===== src/rtl/pwm_pkg.sv =====
// pwm_pkg
// Shared definitions for the PWM blocks (pwm_gen, pwm_meas) and their benches.
//   PWM_CNT_W    : default width of PWM period/duty/measurement counters
//   meas_state_t : pwm_meas controller states (IDLE, ARM, MEAS)
package pwm_pkg;

    localparam int PWM_CNT_W = 8;

    typedef enum logic [1:0] {
        ST_IDLE = 2'd0,
        ST_ARM  = 2'd1,
        ST_MEAS = 2'd2
    } meas_state_t;

endpackage


===== src/rtl/pwm_sync_edge.sv =====
// pwm_sync_edge
// Brings an asynchronous level into the clk domain and flags its rising edges.
//   clk  : clock, rising edge
//   rst  : synchronous active-high reset, clears all flops
//   d    : asynchronous input level
//   q    : synchronised level, time-aligned with rise
//   rise : one-cycle pulse, synchronised level went 0 -> 1
module pwm_sync_edge #(
    parameter int SYNC_STAGES = 2
) (
    input  logic clk,
    input  logic rst,
    input  logic d,
    output logic q,
    output logic rise
);

    logic [SYNC_STAGES-1:0] sync_reg;
    logic                   prev_reg;
    logic                   rise_reg;

    // rise is registered so the edge decision is a clean flop output; prev_reg
    // is exported as q because it is the level that belongs to the same cycle
    // as rise_reg (the first high sample coincides with the rise pulse).
    always_ff @(posedge clk) begin
        if (rst) begin
            sync_reg <= '0;
            prev_reg <= 1'b0;
            rise_reg <= 1'b0;
        end else begin
            sync_reg <= {sync_reg[SYNC_STAGES-2:0], d};
            prev_reg <= sync_reg[SYNC_STAGES-1];
            rise_reg <= sync_reg[SYNC_STAGES-1] & ~prev_reg;
        end
    end

    assign q    = prev_reg;
    assign rise = rise_reg;

endmodule


===== src/rtl/pwm_meas.sv =====
// pwm_meas
// Measures period (rising edge to rising edge) and high time of a PWM input,
// in clk cycles.
//   clk        : clock, rising edge
//   rst        : synchronous active-high reset
//   pwm_in     : PWM waveform, may be asynchronous to clk
//   meas_en    : level enable; low forces IDLE and clears the counters
//   period_out : last measured period (saturates at 2^CNT_W-1)
//   high_out   : last measured high time within that period
//   meas_valid : one-cycle pulse, new period_out/high_out
//   ovf        : published period saturated (read with meas_valid)
//   stalled    : period counter is pinned at saturation while measuring
module pwm_meas
    import pwm_pkg::*;
#(
    parameter int CNT_W       = PWM_CNT_W,
    parameter int SYNC_STAGES = 2
) (
    input  logic             clk,
    input  logic             rst,
    input  logic             pwm_in,
    input  logic             meas_en,
    output logic [CNT_W-1:0] period_out,
    output logic [CNT_W-1:0] high_out,
    output logic             meas_valid,
    output logic             ovf,
    output logic             stalled
);

    localparam logic [CNT_W-1:0] CNT_MAX = '1;
    localparam logic [CNT_W-1:0] CNT_ONE = CNT_W'(1);

    meas_state_t      state_reg, state_next;
    logic [CNT_W-1:0] period_cnt_reg, period_cnt_next;
    logic [CNT_W-1:0] high_cnt_reg, high_cnt_next;
    logic [CNT_W-1:0] period_out_reg, period_out_next;
    logic [CNT_W-1:0] high_out_reg, high_out_next;
    logic             valid_reg, valid_next;
    logic             ovf_reg, ovf_next;

    logic             pwm_q;
    logic             pwm_rise;

    pwm_sync_edge #(
        .SYNC_STAGES(SYNC_STAGES)
    ) u_sync_edge (
        .clk  (clk),
        .rst  (rst),
        .d    (pwm_in),
        .q    (pwm_q),
        .rise (pwm_rise)
    );

    always_ff @(posedge clk) begin
        if (rst) begin
            state_reg      <= ST_IDLE;
            period_cnt_reg <= '0;
            high_cnt_reg   <= '0;
            period_out_reg <= '0;
            high_out_reg   <= '0;
            valid_reg      <= 1'b0;
            ovf_reg        <= 1'b0;
        end else begin
            state_reg      <= state_next;
            period_cnt_reg <= period_cnt_next;
            high_cnt_reg   <= high_cnt_next;
            period_out_reg <= period_out_next;
            high_out_reg   <= high_out_next;
            valid_reg      <= valid_next;
            ovf_reg        <= ovf_next;
        end
    end

    always_comb begin
        state_next      = state_reg;
        period_cnt_next = period_cnt_reg;
        high_cnt_next   = high_cnt_reg;
        period_out_next = period_out_reg;
        high_out_next   = high_out_reg;
        valid_next      = 1'b0;
        ovf_next        = ovf_reg;

        if (!meas_en) begin
            // Disable wins over everything, including an edge in this cycle;
            // published results are left untouched.
            state_next      = ST_IDLE;
            period_cnt_next = '0;
            high_cnt_next   = '0;
        end else begin
            unique case (state_reg)
                ST_IDLE: begin
                    state_next = ST_ARM;
                end
                ST_ARM: begin
                    // First edge only opens a period; nothing to publish yet.
                    if (pwm_rise) begin
                        state_next      = ST_MEAS;
                        period_cnt_next = CNT_ONE;
                        high_cnt_next   = CNT_ONE;
                    end
                end
                ST_MEAS: begin
                    if (pwm_rise) begin
                        period_out_next = period_cnt_reg;
                        high_out_next   = high_cnt_reg;
                        ovf_next        = (period_cnt_reg == CNT_MAX);
                        valid_next      = 1'b1;
                        // The edge cycle is the first cycle of the new period
                        // and is already high, hence reload to 1 rather than 0.
                        period_cnt_next = CNT_ONE;
                        high_cnt_next   = CNT_ONE;
                    end else begin
                        if (period_cnt_reg != CNT_MAX) begin
                            period_cnt_next = period_cnt_reg + CNT_ONE;
                        end
                        if (pwm_q && (high_cnt_reg != CNT_MAX)) begin
                            high_cnt_next = high_cnt_reg + CNT_ONE;
                        end
                    end
                end
                default: begin
                    state_next = ST_IDLE;
                end
            endcase
        end
    end

    assign period_out = period_out_reg;
    assign high_out   = high_out_reg;
    assign meas_valid = valid_reg;
    assign ovf        = ovf_reg;
    assign stalled    = (state_reg == ST_MEAS) && (period_cnt_reg == CNT_MAX);

endmodule


===== config.mk =====
export PLATFORM = sky130hd
export DESIGN_NAME = pwm_meas
export DESIGN_NICKNAME = d
export VERILOG_FILES = /design/src/rtl/pwm_pkg.sv /design/src/rtl/pwm_sync_edge.sv /design/src/rtl/pwm_meas.sv
export SDC_FILE = /design/constraint.sdc
export NUM_CORES = 1
export LEC_CHECK = 0
export CAP_MARGIN = 40
export CELL_PAD_IN_SITES_DETAIL_PLACEMENT = 0
export CELL_PAD_IN_SITES_GLOBAL_PLACEMENT = 1
export CORE_MARGIN = 2
export CORE_UTILIZATION = 43
export DETAILED_ROUTE_END_ITERATION = 6
export PLACE_DENSITY = 0.84
export SLEW_MARGIN = 15
export SYNTH_ARGS = -nofsm -noshare
export SYNTH_HDL_FRONTEND = slang
export SYNTH_SLANG_ARGS = --single-unit

===== constraint.sdc =====
create_clock -name clk -period 3.92 [get_ports clk]
set_input_delay 0.588 -clock clk [delete_from_list [all_inputs] [get_ports clk]]
set_output_delay 0.588 -clock clk [all_outputs]
set_load 0.01 [all_outputs]

==> results.rst <==
.. list-table::
   :header-rows: 1

   * - Metric
     - Value
   * - Peak supply drop
     - 0.196 mV
   * - Count of max-cap constraint violations
     - 0
   * - Netlist cell types
     - 41
   * - Clock tree skew after final layout
     - 0.00209 ns
   * - Yosys reg bits
     - 40
   * - Outcome
     - finished clean
   * - Residual DRC
     - 0
   * - Worst slack at placement
     - 1.44 ns
   * - Count of yosys warnings during synthesis
     - 0
   * - Final critical-path share of the clock period
     - 73.3%
   * - Area of the multi-input gates
     - 920 um^2
   * - Worst-case headroom to the max-slew limit
     - 55.3%
   * - Maximum frequency from static timing analysis
     - 348 MHz
   * - Count of input and output buffers
     - 22
   * - Diode count
     - 0
   * - Layout Nets
     - 243
   * - Min-Delay Startpoint
     - u_sync_edge.sync_reg[0]$_SDFF_PP0_
   * - Post-synthesis average cell area
     - 8.44 um^2
   * - Number of filler instances in the final layout
     - 416
   * - Required time of the critical path
     - 3.33 ns
   * - Count of buffers added by post-CTS timing repair for setup
     - 0
   * - Type of element launching the critical path
     - register
   * - Cell count of the worst hold path
     - 1
   * - Hold Path End
     - u_sync_edge.sync_reg[1]$_SDFF_PP0_
   * - Power Density
     - 366 nW/um^2
   * - Number of buffers added by the clock tree synthesis step
     - 5
   * - Critical setup path kind
     - reg2out
   * - Unrepaired setup endpoints after global routing
     - false
   * - Growth of design area from synthesis to finish
     - 21.0%
   * - Starting density of the core
     - 44.6%
   * - Routed length per placed instance
     - 13.2 um
   * - Floorplan die height
     - 68.2 um
   * - Row count
     - 23
   * - Overall die width
     - 68.2 um
   * - Setup TNS
     - 0 ns
   * - Count of cells resized by post-cts repair
     - 0
   * - Post-detailed-route via-to-cell ratio
     - 5.52
   * - Hold crit path type
     - reg2reg
   * - Clock-pin transition on the worst setup and hold timing paths
     - 0.07 ns
   * - Worst reg2reg setup slack
     - 2.02 ns
   * - Max clock buf depth
     - 2
   * - Pin count of the biggest net entering global routing
     - 25
   * - R2r endpoint
     - high_cnt_reg[6]$_SDFFE_PP0P_
   * - Critical path arrival
     - 2.29 ns
   * - First-pass GRT wire length
     - 6450 um
   * - Placeable Area
     - 3970 um^2
   * - Count of final setup violators
     - 0
   * - IO Pins
     - 23
   * - Worst reg-to-reg path cell count
     - 6
   * - Footprint of the flip-flops and latches
     - 801 um^2
   * - Vias in the first global route
     - 1419
   * - Overall overflow remaining after global route
     - 0
   * - Hold violation total from the final report
     - 0
   * - Number of levels the H-tree was split into
     - 2
   * - Final Max Slew Viols
     - 0
   * - Number of buffers inserted for hold repair after clock tree synthesis
     - 0
   * - Synthesized netlist cell count
     - 210
   * - Hpwl dp
     - 2680 um
   * - Die area
     - 4650 um^2
   * - Clock latency on the worst-skew pair
     - 0.29 ns
   * - Overall Global Routing Usage
     - 18.7%
   * - Leakage power of the design
     - 0.717 nW
   * - Maximum net fanout on the critical path
     - 7
   * - PnR worst setup slack
     - 1.05 ns
   * - Residual antenna-violating net count after detailed routing
     - 0
   * - Number of DRC markers in iteration 0
     - 65
   * - Number of enable flip-flop cells after synthesis
     - 0
   * - Crit Reg-Reg Startpoint
     - state_reg[0]$_SDFFE_PP0P_
   * - Prevailing post-synth register cell
     - dfxtp_1
   * - Hold WS
     - 0.440 ns
   * - Clock tree from TritonCTS
     - built
   * - Post-Route WL
     - 3760 um
   * - Cell area after synthesis
     - 1770 um^2
   * - Utilization after layout
     - 54.0%
   * - Sequential share of the synthesized area
     - 45.2%
   * - Number of antenna violations at the first check in global routing
     - 0
   * - TritonRoute pass-1 iters
     - 4
   * - Global placement routability congestion
     - 0.819
   * - Total number of vias
     - 1569
   * - Share of cells above drive strength 1
     - 5.13%
   * - Worst Setup End Kind
     - primary output
   * - Final critical delay including setup and external delays
     - 2.87 ns
   * - TritonCTS Sinks
     - 40
   * - Post-synthesis net count
     - 220
   * - Slew of the pin with the lowest slew margin
     - 0.669 ns
   * - Clock root buffer master
     - clkbuf_8
   * - FFs w/ async S/R, synth
     - 0%
==> power by group <==
group	internal (mW)	total (mW)	leakage (nW)	switching, mW
combinational	0.0165	0.0433	0.339	0.0268
sequential	0.411	0.415	0.323	0.00447
clock	0.189	0.327	0.0552	0.138
==> through the flow <==
step	instance area (um^2)	instances	total power, mW
2_1_floorplan	1770	210	0.453
3_3_place_gp	2040	276	0.468
3_5_place_dp	2040	276	0.468
4_1_cts	2140	284	0.794
5_1_grt	2140	284	0.816
6_report	2140	284	0.785
==> cells by family after synthesis <==
group,Yosys count,share of synthesized area [%]
AOI/OAI and AO/OA,60,21.2
DFF,40,45.2
buffers and inverters,14,2.96
adders and majority gates,6,4.23
muxes,2,1.13
and+or+nand+nor,88,25.3
==> placed cells by master, fill, tap and decap left out, types with 5 or more instances in the layout <==
cell and n:
nand2_1 44, dfxtp_1 40, a21oi_1 25, clkdlybuf4s50_1 22, nand3_1 8, a31oi_1 8
inv_1 7, ha_1 6, nand4_1 5, nor2_1 5, nor2b_1 5, clkbuf_8 5
==> worst max-delay path by stage <==
stage | depth (start not counted) | from | slack, ns | endpoint
3_3_place_gp | 5 | period_cnt_reg[0]$_SDFFE_PP0P_ | 1.48 | stalled
5_1_grt | 5 | period_cnt_reg[0]$_SDFFE_PP0P_ | 0.91 | stalled
4_1_cts | 5 | period_cnt_reg[0]$_SDFFE_PP0P_ | 1.07 | stalled
3_5_place_dp | 5 | period_cnt_reg[0]$_SDFFE_PP0P_ | 1.44 | stalled
2_1_floorplan | 4 | period_cnt_reg[0]$_SDFFE_PP0P_ | 2.11 | stalled
6_report | 5 | period_cnt_reg[0]$_SDFFE_PP0P_ | 1.05 | stalled
==> cell type report <==
cell class,count,share of cell area [%]
Timing Repair Buffer,23,10.6
Clock buffer,6,3.38
Multi-Input combinational cell,156,42.9
Tap cell,50,2.92
Sequential cell,40,37.3
Inverter,7,1.23
Clock inverter,2,1.63
==> critical path, cell delays in order (launching register included) <==
cell,delay [ns]
dfxtp_1,0.42
ha_1,0.26
nand4_1,0.16
nor2_1,0.41
and2_1,0.20
clkdlybuf4s50_1,0.53
==> per-layer routing <==
layer	GRT usage (%)	wire (um)
met1	24.3	1870
met2	28.9	1620
met4	8.25	85
met3	5.10	176
met5	0	0
==> cell usage after synthesis, drive strengths merged (4+ instances only) <==
cell type  number  area (um^2)
nor2            5         18.8
clkbuf          7         26.3
nand2          44          165
inv             7         26.3
and3            4         30.0
nor2b           5         31.3
a21oi          25          125
o21ai           5         25.0
ha              6         75.1
dfxtp          40          801
nand4           5         31.3
nand3           8         40.0
a31oi           8         50.1
(Power assumes the default switching activity.)
==> patch: new RTL, config.mk and constraints unchanged <==
Reset style: asynchronous (`rst`), changed in 2 clocked blocks. Comments in the files are not updated.
--- a/src/rtl/pwm_sync_edge.sv
+++ b/src/rtl/pwm_sync_edge.sv
@@ -22,7 +22,7 @@
     // rise is registered so the edge decision is a clean flop output; prev_reg
     // is exported as q because it is the level that belongs to the same cycle
     // as rise_reg (the first high sample coincides with the rise pulse).
-    always_ff @(posedge clk) begin
+    always_ff @(posedge clk or posedge rst) begin
         if (rst) begin
             sync_reg <= '0;
             prev_reg <= 1'b0;
--- a/src/rtl/pwm_meas.sv
+++ b/src/rtl/pwm_meas.sv
@@ -51,7 +51,7 @@
         .rise (pwm_rise)
     );
 
-    always_ff @(posedge clk) begin
+    always_ff @(posedge clk or posedge rst) begin
         if (rst) begin
             state_reg      <= ST_IDLE;
             period_cnt_reg <= '0;
Check against the original RTL: differs if rst is asserted again (counterexample within 10 cycles, from zero or initial values and one cycle with rst high); with rst held inactive, the same outputs for 10 cycles.
==> patch against the unedited design <==
Routed wire length increased by 3.2%; sequential cell count unchanged; combinational power increased by 19%; register-to-register slack improved by 0.04 ns; synthesized area increased by 6.5%; synthesized cell count decreased by 18%; largest cell class is now flip-flops and latches; design area increased by 5.7%; power increased by 9.0%; utilization decreased by 1.2 points; setup slack improved by 0.24 ns; critical path type unchanged.
==> patch: results (changes against the unedited design) <==
| Metric | Value |
|---|---|
| Total track usage | 0.168 (was 0.187) |
| Iter 0 DRT Violations | 150 (was 65) |
| Critical path arrival | 2.05 ns (was 2.29 ns) |
| DR pass1 iterations | 4 (unchanged) |
| Clock Skews | 0.00529 ns (was 0.00209 ns) |
| Share of cells above drive strength 1 | 0.128 (was 0.0513) |
| Synth cell count leaders | dfrtp_1 (40), nand2_1 (14), mux2_2 (11) (was nand2_1 (44), dfxtp_1 (40), a21oi_1 (25)) |
| XOR/XNOR Fraction of Synth Area | 0.00464 (was 0) |
| Leak | 0.971 nW (was 0.717 nW) |
| Slew headroom | 0.665 (was 0.553) |
| DP HPWL | 2.76 mm (was 2.68 mm) |
| Hold Path Depth | 0 (was 1) |
| Largest net degree at the start of global routing | 41 (was 25) |
| Top cells by area, synth | dfrtp_1 (53%), mux2_2 (6.6%), nand2_1 (2.8%) (was dfxtp_1 (45%), nand2_1 (9.3%), a21oi_1 (7.1%)) |
| Via count | 1482 (was 1569) |
| Adder-Cell Fraction of Synth Area | 0.0133 (was 0.0423) |
| Crit path max fanout | 8 (was 7) |
| Fin nets | 201 (was 243) |
| Vias in the first global route | 1428 (was 1419) |
| Post-synthesis mux area share | 0.0656 (was 0.0113) |
| Register area share after synthesis | 0.530 (was 0.452) |
| Peak supply drop | 145 uV (was 196 uV) |
| Fillers | 386 (was 416) |
| Routed wire per std cell | 15.6 um (was 13.2 um) |
| First-pass GRT wire length | 6.64 mm (was 6.45 mm) |
| Reg2reg path depth | 4 (was 6) |
| # H-tree levels | 2 (unchanged) |
| Synth Area in Compound Gates | 0.162 (was 0.212) |
| Syn Nets | 178 (was 220) |
| Insertion delay to the later sink of the worst-skew pair | 0.29 ns (about the same) |
| RePlAce Congestion | 0.805 (was 0.819) |
| Async S/R FF share, synth | 1.00 (was 0) |
| Outcome | completed (unchanged) |
[patch: cell count changes after synthesis, moves of 4 or more]
cell,delta
dfrtp_1,+40
dfxtp_1,-40
nand2_1,-30
a21oi_1,-16
mux2_2,+11
o21ai_0,+7
clkbuf_1,-6
a31oi_1,-5
buf_2,+5
ha_1,-4
[patch: where the power goes]
| group | switching [mW] | total, mW | internal (mW) |
|---|---|---|---|
| registers | 0.0140 | 0.435 | 0.421 |
| clock network | 0.144 | 0.369 | 0.225 |
| logic | 0.0314 | 0.0516 | 0.0202 |
| total | 0.190 | 0.856 | 0.666 |
[patch: final timing paths]
check,slack [ns],from,endpoint
worst min register to register,0.35,u_sync_edge.sync_reg[0],u_sync_edge.sync_reg[1]
max in group asynchronous,2.84,rst,high_out[4]
min in group asynchronous,0.73,rst,period_out[1]
worst max register to register,2.06,period_cnt_reg[0],period_cnt_reg[5]
worst max-delay path,1.28,period_cnt_reg[0],stalled
worst min-delay path,0.35,u_sync_edge.sync_reg[0],u_sync_edge.sync_reg[1]
[patch: per-stage QoR]
step,utilization,instance area [um2],power (mW),std cells,worst slack [ns]
after global placement,0.495,2130,0.492,239,1.41
final,0.528,2270,0.856,248,1.28
after global routing,0.528,2270,0.884,248,1.22
after CTS,0.528,2270,0.861,248,1.30
after floorplan,-,1890,0.478,172,2.22
after detailed placement,0.499,2140,0.495,240,1.62
[patch: kinds of logic after synthesis]
kind of cell,after synthesis
AO/OA/AOI/OAI,46
XOR/XNOR,1
adder cells (fa/ha/maj),2
buffers and inverters,18
flip-flops,40
multiplexers,11
AND/OR/NAND/NOR,54
[patch: final cells by class]
class                   count  area share
multi-input cells         114       0.349
clock buffers               7      0.0425
well taps                  52      0.0287
clock inverters             1      0.0132
flip-flops and latches     40       0.442
inverters                   9      0.0149
repair buffers             25       0.110
[patch: critical path, stage by stage (launching register included)]
cell and delay, ns:
dfrtp_1 0.50, ha_1 0.31, and4_1 0.25, and3_1 0.17
clkdlybuf4s50_1 0.53
[patch: per-layer routing]
metal,vias up,wire (um),part of all wire,global-route usage
li1,692,-,-,-
met1,723,1790,0.46,0.223
met2,58,1810,0.47,0.258
met3,9,214,0.055,0.0505
met4,0,60,0.015,0.0662
met5,-,0,0,0
